**src/rtl/switch_debouncer.sv**
```systemverilog
// Two-flop synchronizer plus a four-state stability FSM that turns a bouncing switch into a clean level
// with one-cycle rise/fall pulses. Define DEBOUNCE_ACTIVE_LOW_EN to invert Din_raw for pull-up pushbuttons.
module switch_debouncer #(
  parameter int STABLE_CYCLES = 16,
  parameter int CNT_W         = 5,
  parameter bit RESET_LEVEL   = 1'b0
) (
  input  logic Clk,
  input  logic Rst_n,
  input  logic Din_raw,
  output logic Dout,
  output logic Rise_pulse,
  output logic Fall_pulse
);

  localparam logic [1:0] ST_STABLE_LO = 2'd0;
  localparam logic [1:0] ST_WAIT_HI   = 2'd1;
  localparam logic [1:0] ST_STABLE_HI = 2'd2;
  localparam logic [1:0] ST_WAIT_LO   = 2'd3;

  localparam logic [1:0]       RST_STATE = RESET_LEVEL ? ST_STABLE_HI : ST_STABLE_LO;
  localparam logic [CNT_W-1:0] CNT_MAX   = CNT_W'(STABLE_CYCLES - 1);
  localparam logic [CNT_W-1:0] CNT_ONE   = CNT_W'(1);

  logic             din_eff;
  logic             sync1_q, sync2_q;
  logic [1:0]       state_q, state_d;
  logic [CNT_W-1:0] cnt_q, cnt_d;
  logic             dout_q, dout_d;
  logic             rise_q, rise_d;
  logic             fall_q, fall_d;

`ifdef DEBOUNCE_ACTIVE_LOW_EN
  assign din_eff = ~Din_raw;
`else
  assign din_eff = Din_raw;
`endif

  // The FSM only ever looks at sync2_q; sync1_q absorbs metastability.
  always_comb begin
    state_d = state_q;
    cnt_d   = cnt_q;
    dout_d  = dout_q;
    rise_d  = 1'b0;
    fall_d  = 1'b0;
    case (state_q)
      ST_STABLE_LO: begin
        if (sync2_q) begin
          state_d = ST_WAIT_HI;
          cnt_d   = '0;
        end
      end
      ST_WAIT_HI: begin
        if (!sync2_q) begin
          state_d = ST_STABLE_LO;
          cnt_d   = '0;
        end else if (cnt_q == CNT_MAX) begin
          state_d = ST_STABLE_HI;
          cnt_d   = '0;
          dout_d  = 1'b1;
          rise_d  = 1'b1;
        end else begin
          cnt_d = cnt_q + CNT_ONE;
        end
      end
      ST_STABLE_HI: begin
        if (!sync2_q) begin
          state_d = ST_WAIT_LO;
          cnt_d   = '0;
        end
      end
      ST_WAIT_LO: begin
        if (sync2_q) begin
          state_d = ST_STABLE_HI;
          cnt_d   = '0;
        end else if (cnt_q == CNT_MAX) begin
          state_d = ST_STABLE_LO;
          cnt_d   = '0;
          dout_d  = 1'b0;
          fall_d  = 1'b1;
        end else begin
          cnt_d = cnt_q + CNT_ONE;
        end
      end
      default: begin
        state_d = RST_STATE;
        cnt_d   = '0;
      end
    endcase
  end

  always_ff @(posedge Clk or negedge Rst_n) begin
    if (!Rst_n) begin
      sync1_q <= RESET_LEVEL;
      sync2_q <= RESET_LEVEL;
      state_q <= RST_STATE;
      cnt_q   <= '0;
      dout_q  <= RESET_LEVEL;
      rise_q  <= 1'b0;
      fall_q  <= 1'b0;
    end else begin
      sync1_q <= din_eff;
      sync2_q <= sync1_q;
      state_q <= state_d;
      cnt_q   <= cnt_d;
      dout_q  <= dout_d;
      rise_q  <= rise_d;
      fall_q  <= fall_d;
    end
  end

  assign Dout       = dout_q;
  assign Rise_pulse = rise_q;
  assign Fall_pulse = fall_q;

endmodule

```
**config.mk**
```make
export PLATFORM = sky130hd
export DESIGN_NAME = switch_debouncer
export DESIGN_NICKNAME = d
export VERILOG_FILES = /design/src/rtl/switch_debouncer.sv
export SDC_FILE = /design/constraint.sdc
export NUM_CORES = 1
export LEC_CHECK = 0
export ABC_AREA = 0
export ABC_CLOCK_PERIOD_IN_PS = 1440
export BUFFER_PORTS_ARGS = -buffer_cell sky130_fd_sc_hd__buf_4
export CAP_MARGIN = 25
export CORE_AREA = 2 2 39 41
export CTS_CLUSTER_DIAMETER = 30
export CTS_CLUSTER_SIZE = 30
export DETAILED_ROUTE_END_ITERATION = 12
export DIE_AREA = 0 0 41 43
export GPL_ROUTABILITY_DRIVEN = 0
export PLACE_DENSITY = 0.6
export SETUP_SLACK_MARGIN = 0.2
export SLEW_MARGIN = 20
export SYNTH_ARGS = -nofsm -noshare
export SYNTH_HDL_FRONTEND = slang
export SYNTH_SLANG_ARGS = --single-unit
```
**constraint.sdc**
```tcl
create_clock -name Clk -period 1.44 [get_ports Clk]
set_input_delay 0.288 -clock Clk [delete_from_list [all_inputs] [get_ports Clk]]
set_output_delay 0.288 -clock Clk [all_outputs]
set_load 0.005 [all_outputs]
```
# Yosys cells after proc, flatten, opt, wreduce, memory -nomap -nowiden
# Index checks and enable logic that the tools add are counted.
# word_totals
reg_bits	12
out_inout_bits	3
elab_cells	48
input_bits	3
# op_classes
muxes	23
addsub	1
n_eq_ne	12
reduce_logical	5
# ops
op	count
2-to-1 mux 5 bit	5
case mux 5 bit (4 select lines)	1
2-to-1 mux 2 bit	6
!= test 2 bit, second input constant	6
2-to-1 mux 1 bit	9
case mux 2 bit (4 select lines)	1
!= test 3 bit, second input constant	2
adder 5 x 1 -> 5 bit, second input constant	1
== test 5 x 4 -> 1 bit, second input constant	1
AND reduction 5 bit	1
== test 2 bit, second input constant	2
AND reduction 4 bit	1
== test 2 x 1 -> 1 bit, second input constant	1
logical NOT 2 bit	1
case mux 1 bit (2 select lines)	1
AND reduction 2 bit	1
nonzero test 2 bit	1

# Logic depth before layout (Yosys ltp)
# Gate-level depths: netlist of the first run.
# logic_depth
ltp_word	4
depth_mapped	4
ltp_nobuf	4

# Worst setup path after synthesis of the first run
# Ideal clock, no wire load.
# synth_timing
kind	reg-to-reg
startpoint	reg cnt_q[0]
endpoint	reg cnt_q[3]
path_buffers	0
required_time_ps	1376
arrival_time_ps	1241
path_slack_ps	134
path_stages_with_launch	5
period_less_slack_ps	1306
setup_ps	64
path_cell_list	dfrtp_1 > ha_1 > and4b_1 > nor4_1 > a211o_1
# synth_between
elab_chain_len	4
elab_cells_between_ends	6
cone_classes	add/sub: 1; eq/ne: 1; mux: 4
# synth_rtl
element	line	source
start, declared	28	logic [CNT_W-1:0] cnt_q, cnt_d;
start signal, assigned	105	cnt_q <= cnt_d;
adder 5 x 1 -> 5 bit or == test 5 x 4 -> 1 bit (tied branches)	n/a	
2-to-1 mux 5 bit (*)	57, 76	
2-to-1 mux 5 bit, on equally long branches	73, 54	
case mux 5 bit (4 select lines) (*)	46	case (state_q)
# Every way passes the cells marked *; elsewhere a longest branch is shown, timed or not.
# A chain may end at the register's enable or synchronous reset.

# Worst setup path in the final report of the first run
# layout_timing
startpoint	reg cnt_q[0]
endpoint	reg cnt_q[0]
# Same word-level chain as after synthesis.

==> metrics, run 1 <==
pwr dens 1010 nW/um^2; CP max-delay cell dfrtp_1; multi-input logic area 233 sq um; Syn-to-layout area delta 31.9%; post-route ant nets 0; largest stage delay on the critical path 400 ps; nets 61; Hold Crit Class input pin to register; vias in the first global route 388; share of cells above drive strength 1 37.5%; peak supply drop 0.489 mV; Synth Instances 42; row count 14; CTS sink cnt 12; Yosys Warn Count 0; critical path type register to register; Crit Reg-Reg Startpoint cnt_q[0]$_DFFE_PN0P_; CTS buffer count 3; Max Freq 793 MHz; Port Buf Inserts 5; DRT iter0 DRCs 1; worst-skew pair later-pin latency 280 ps; Clk pin slew, worst setup/hold paths 70 ps; final core occ 49.0%; RSZ-0062 raised after global routing yes; crit end category register; CTS max path bufs 2; worst-margin pin slew 258 ps; die area 1760 sq um; dpl cell area 581 sq um; minimum clock period after layout 1260 ps; Worst Hold Launch Din_raw; CP Data Arrival Time 1430 ps; io pins 6; Min Hold Slack 110 ps; initial antenna violation count 0; Vias 385; Fillers 127; Mapped Area 514 sq um; Worst Setup SP cnt_q[0]$_DFFE_PN0P_; max_slew headroom 82.6%; final hold vios 0; drt wl/cell 12.4 microns; # setup viols final 0; vias per inst 5.35; Startpoint Class register; Final HPWL DP 587 microns; Total Wirelength 896 microns; H-tree levels 1; pin count of the biggest net entering global routing 13; Core Footprint 1380 sq um; synthesis-stage register bit count 12; WP buf/inv 0; GRT Total Usage 13.4%; Tcrit/Tclk final 87.5%; Clock Skew 0.332 ps; crit path cell chain ha_4 > and4b_2 > nor3_2 > mux2_2; Slew Viols, Final 0; mean post-synth cell area 12.2 sq um; antenna cells 0; Seq. cell area 300 sq um; chip height 43 microns; status completed; maxcap violations 0; Finished Cell Area 678 sq um; TNS Setup 0 ps; Mapped Nets 46; CP max FO 5; DRT Pass-1 Iters 4; total congestion overflow 0; kind of cell adding the most delay to the critical path flip-flops; Leakage 0.000318 uW; synth unique cells 23; WP data required 1610 ps; Remaining DRCs 0; first-pass GRT wire length 1.52 mm; CTS tree done; Root Driver clkbuf_4; DIE WIDTH 41 microns; register area share after synthesis 58.4%; Initial Utilization 37.2%
-- routing by layer --
layer	wire (microns)	GRT usage, %	vias to the layer above
met5	0	0	-
met4	31	10.0	0
met3	45	4.71	5
met2	444	20.6	9
met1	374	13.9	187
li1	-	-	184
-- through the flow --
| stage | setup slack, ps | power [uW] | std cells |
|---|---|---|---|
| 5_1_grt | 114 | 710 | 72 |
| 4_1_cts | 179 | 682 | 72 |
| 6_report | 179 | 683 | 72 |
| 2_1_floorplan | 202 | 382 | 42 |
| 3_3_place_gp | 155 | 399 | 63 |
| 3_5_place_dp | 119 | 399 | 63 |
-- placed cells by master, fill, tap and decap left out --
master,synthesis,final
a211o_1,1,1
a21o_2,1,1
a21oi_1,2,2
a22o_2,1,1
a311oi_1,1,1
a31oi_1,1,1
and2_4,1,1
and3_1,1,1
and4b_2,0,1
buf_4,0,9
clkbuf_4,0,3
clkbuf_8,0,1
dfrtp_1,12,12
dlygate4sd3_1,0,1
ha_4,0,1
inv_1,3,3
mux2_2,1,1
nand2_1,2,2
nand4b_1,1,1
nor3_1,4,3
nor3_2,0,1
nor4_1,1,1
nor4b_1,1,1
o21a_1,1,1
o21ai_0,2,1
o21ai_1,0,1
o31ai_1,1,1
xnor2_1,1,1
xnor2_4,0,1
-- synthesized netlist by cell type --
master	number	area, sq um
inv_1	3	11.3
a21o_2	1	8.76
a31oi_1	1	6.26
nor4_1	1	6.26
nand2_1	2	7.51
nand4b_1	1	8.76
mux2_2	1	11.3
and2_4	1	8.76
dfrtp_1	12	300
nor3_1	4	20.0
xnor2_1	1	8.76
and4b_1	1	10.0
and3_1	1	6.26
nor4b_1	1	8.76
o21ai_0	2	10.0
a22o_2	1	10.0
a21oi_1	2	10.0
xnor2_2	1	16.3
a311oi_1	1	8.76
a211o_1	1	8.76
o21a_1	1	7.51
o31ai_1	1	7.51
ha_1	1	12.5
-- final cells by class --
class                   count  area share [%]
well taps                  16            2.95
flip-flops and latches     12            44.3
clock buffers               4            5.35
multi-input cells          27            34.3
inverters                   3            1.66
repair buffers             10            11.4
-- logic make-up after synthesis --
logic type / after synthesis / share of synthesized area (%)
AO/OA/AOI/OAI: 11 / 15.1
multiplexers: 1 / 2.19
XOR/XNOR: 2 / 4.87
AND/OR/NAND/NOR: 12 / 14.8
buffers and inverters: 3 / 2.19
flip-flops: 12 / 58.4
adder cells (fa/ha/maj): 1 / 2.43
-- where the power goes --
| part | total, uW | internal [uW] | switching [uW] |
|---|---|---|---|
| clock | 271 | 154 | 117 |
| sequential | 356 | 346 | 10.5 |
| combinational | 55.2 | 30.6 | 24.6 |
-- registers in the layout, summed over array words and instances (netlist names), named ones only --
register	flops
state_q	1
sync2_q	1
Dout	1
Fall_pulse	1
Rise_pulse	1
sync1_q	1
cnt_q	5
-- worst paths after layout --
| path | endpoint | slack (ps) | cells past startpoint |
|---|---|---|---|
| worst max-delay path | cnt_q[0]$_DFFE_PN0P_ | 180 | 4 |
| worst min-delay path | sync1_q$_DFF_PN0_ | 110 | 1 |
| worst max register to register | cnt_q[0]$_DFFE_PN0P_ | 180 | 4 |
| worst min register to register | sync2_q$_DFF_PN0_ | 360 | 0 |
| max in group asynchronous | async pin | 920 | 2 |
| min in group asynchronous | state_q[0]$_DFFE_PN0P_ | 380 | 2 |
-- timing repair --
| action | CTS | global route |
|---|---|---|
| hold buffers | 1 | 0 |
| gates resized for setup | 1 | 2 |
| endpoints found under the setup margin | 4 | 7 |
| buffers inserted | 4 | 0 |
| pin swaps | 1 | 1 |
| hold endpoints to repair | 12 | 0 |
No activity file was read; power rests on OpenSTA's default activity.
==> run 2, diff against run 1 <==
- ABC_CLOCK_PERIOD_IN_PS: 1440 -> 1380
- BUFFER_PORTS_ARGS: -buffer_cell sky130_fd_sc_hd__buf_4 -> -buffer_cell sky130_fd_sc_hd__buf_2
- GPL_ROUTABILITY_DRIVEN: 0 -> 1
- clock period: 1.44 -> 1.38 ns (I/O delays scaled with it)
==> run 2 against run 1 <==
Effect of this change: first-iteration DRC count rose to 6.0 times the previous value; critical path depth stayed put; sequential share of layout area shrank 0.20 points; maximum frequency fell by 2.8%.
==> metrics, run 2 (synthesis results as in run 1) <==
status completed (unchanged); Leakage 0.000309 uW (was 0.000318 uW); leading cell type in the layout, fill and taps excluded dfrtp_1 (unchanged); Remaining DRCs 0 (unchanged); peak supply drop 0.477 mV (was 0.489 mV); Max Freq 771 MHz (was 793 MHz); Total Wirelength 989 microns (was 896 microns); CP max FO 5 (unchanged); most frequent cells in the layout dfrtp_1 (10), buf_2 (5), nor3_2 (4), inv_1 (3), clkbuf_4 (3) (was dfrtp_1 (12), buf_4 (9), inv_1 (3), nor3_1 (3), clkbuf_4 (3)); die area 1760 sq um (unchanged); maxcap violations 0 (unchanged); CTS tree done (unchanged); setup ws final 83.1 ps (was 179 ps); pin count of the biggest net entering global routing 13 (unchanged); worst-margin pin slew 269 ps (was 258 ps); worst-skew pair later-pin latency 270 ps (was 280 ps); drt wl/cell 14.1 microns (was 12.4 microns); GRT Total Usage 15.4% (was 13.4%); Fillers 136 (was 127); gpl congestion 0.754; first-pass GRT wire length 1.77 mm (was 1.52 mm); Startpoint Class register (unchanged); nets 60 (was 61); DRT iter0 DRCs 6 (was 1); minimum clock period after layout 1300 ps (was 1260 ps); initial antenna violation count 0 (unchanged); Core Footprint 1380 sq um (unchanged); share of cells above drive strength 1 51.9% (was 37.5%); pwr dens 930 nW/um^2 (was 1010 nW/um^2); row count 14 (unchanged); critical path type register to register (unchanged); Initial Utilization 37.2% (unchanged); Final HPWL DP 637 microns (was 587 microns); max reg flops 5 (unchanged); # setup viols final 0 (unchanged); Hold Crit Class input pin to register (unchanged); max_slew headroom 81.8% (was 82.6%); largest register by flop count cnt_q (unchanged); Slew Viols, Final 0 (unchanged); Vias 392 (was 385); pre-CTS WS 74.8 ps (was 119 ps); post-route ant nets 0 (unchanged); RSZ-0062 raised after global routing yes (unchanged); crit end category register (unchanged); CTS buffer count 3 (unchanged); WP data required 1540 ps (was 1610 ps); total congestion overflow 0 (unchanged); DIE WIDTH 41 microns (unchanged); Clock Skew 0.588 ps (was 0.332 ps); Root Driver clkbuf_4 (unchanged); final hold vios 0 (unchanged); Port Buf Inserts 5 (unchanged); H-tree levels 1 (unchanged); CTS sink cnt 12 (unchanged); vias in the first global route 423 (was 388); vias per inst 5.60 (was 5.35); CP Data Arrival Time 1460 ps (was 1430 ps); antenna cells 0 (unchanged); Tcrit/Tclk final 94.0% (was 87.5%); TNS Setup 0 ps (unchanged); Clk pin slew, worst setup/hold paths 70 ps (about the same); CTS max path bufs 2 (unchanged); chip height 43 microns (unchanged); Syn-to-layout area delta 33.6% (was 31.9%); DRT Pass-1 Iters 4 (unchanged); io pins 6 (unchanged)
-- run 2: changes by cell type in the layout (fill, tap and decap cells not counted), sizes merged --
| cell | delta |
|---|---|
| buf | -1 |
| clkbuf | -1 |
-- run 2: report_power, final --
part / switching (uW) / internal, uW / leakage (uW) / total (uW)
clock: 113 / 101 / 0.0000138 / 214
sequential: 11.7 / 361 / 0.000157 / 373
combinational: 25.6 / 26.0 / 0.000139 / 51.6
-- run 2: cell type report --
cell class	instances	area, sq um	area share [%]
Tap cell	16	20.0	2.91
Sequential cell	12	303	44.1
Clock buffer	3	22.5	3.28
Timing Repair Buffer	9	61.3	8.93
Multi-Input combinational cell	27	269	39.2
Inverter	3	11.3	1.64
-- run 2: timing repair --
item / in CTS / in global routing
hold buffers: 1 / 0
pin swaps: 2 / 1
gates resized for setup: 5 / 7
endpoints found under the hold margin: 12 / 0
endpoints found under the setup margin: 9 / 9
setup buffers: 2 / 0
-- run 2: metrics by stage --
stage | utilization, % | total power (uW) | hold slack (ps) | instance area, sq um | instances
3_3_place_gp | 41.6 | 414 | 167 | 576 | 64
6_report | 49.6 | 639 | 101 | 687 | 70
2_1_floorplan | - | 399 | -19.6 | 523 | 42
4_1_cts | 47.2 | 644 | 95.5 | 653 | 70
5_1_grt | 49.6 | 677 | 89.4 | 687 | 70
3_5_place_dp | 41.6 | 415 | 167 | 576 | 64
-- run 2: worst max-delay path, stage by stage (launching register included) --
cell and delay, ps:
dfrtp_1 400, ha_4 160, and4b_2 290, nor4_2 50
a211o_1 270
-- run 2: worst paths after layout --
kind                                       from                endpoint  slack [ps]  depth (start not counted)
setup / recovery           cnt_q[0]$_DFFE_PN0P_    cnt_q[3]$_DFFE_PN0P_          80                          4
hold / removal                          Din_raw       sync1_q$_DFF_PN0_         100                          1
setup reg to reg           cnt_q[0]$_DFFE_PN0P_    cnt_q[3]$_DFFE_PN0P_          80                          4
hold reg to reg               sync1_q$_DFF_PN0_       sync2_q$_DFF_PN0_         350                          0
max in group asynchronous                 Rst_n       sync2_q$_DFF_PN0_         740                          2
min in group asynchronous                 Rst_n  state_q[0]$_DFFE_PN0P_         410                          2
-- run 2: per-layer routing --
metal	part of all wire [%]	vias up	track usage [%]
met2	50	9	23.4
met4	3.4	0	10.0
met1	42	197	17.6
met5	0	-	0
met3	4.7	5	4.71
li1	-	181	-
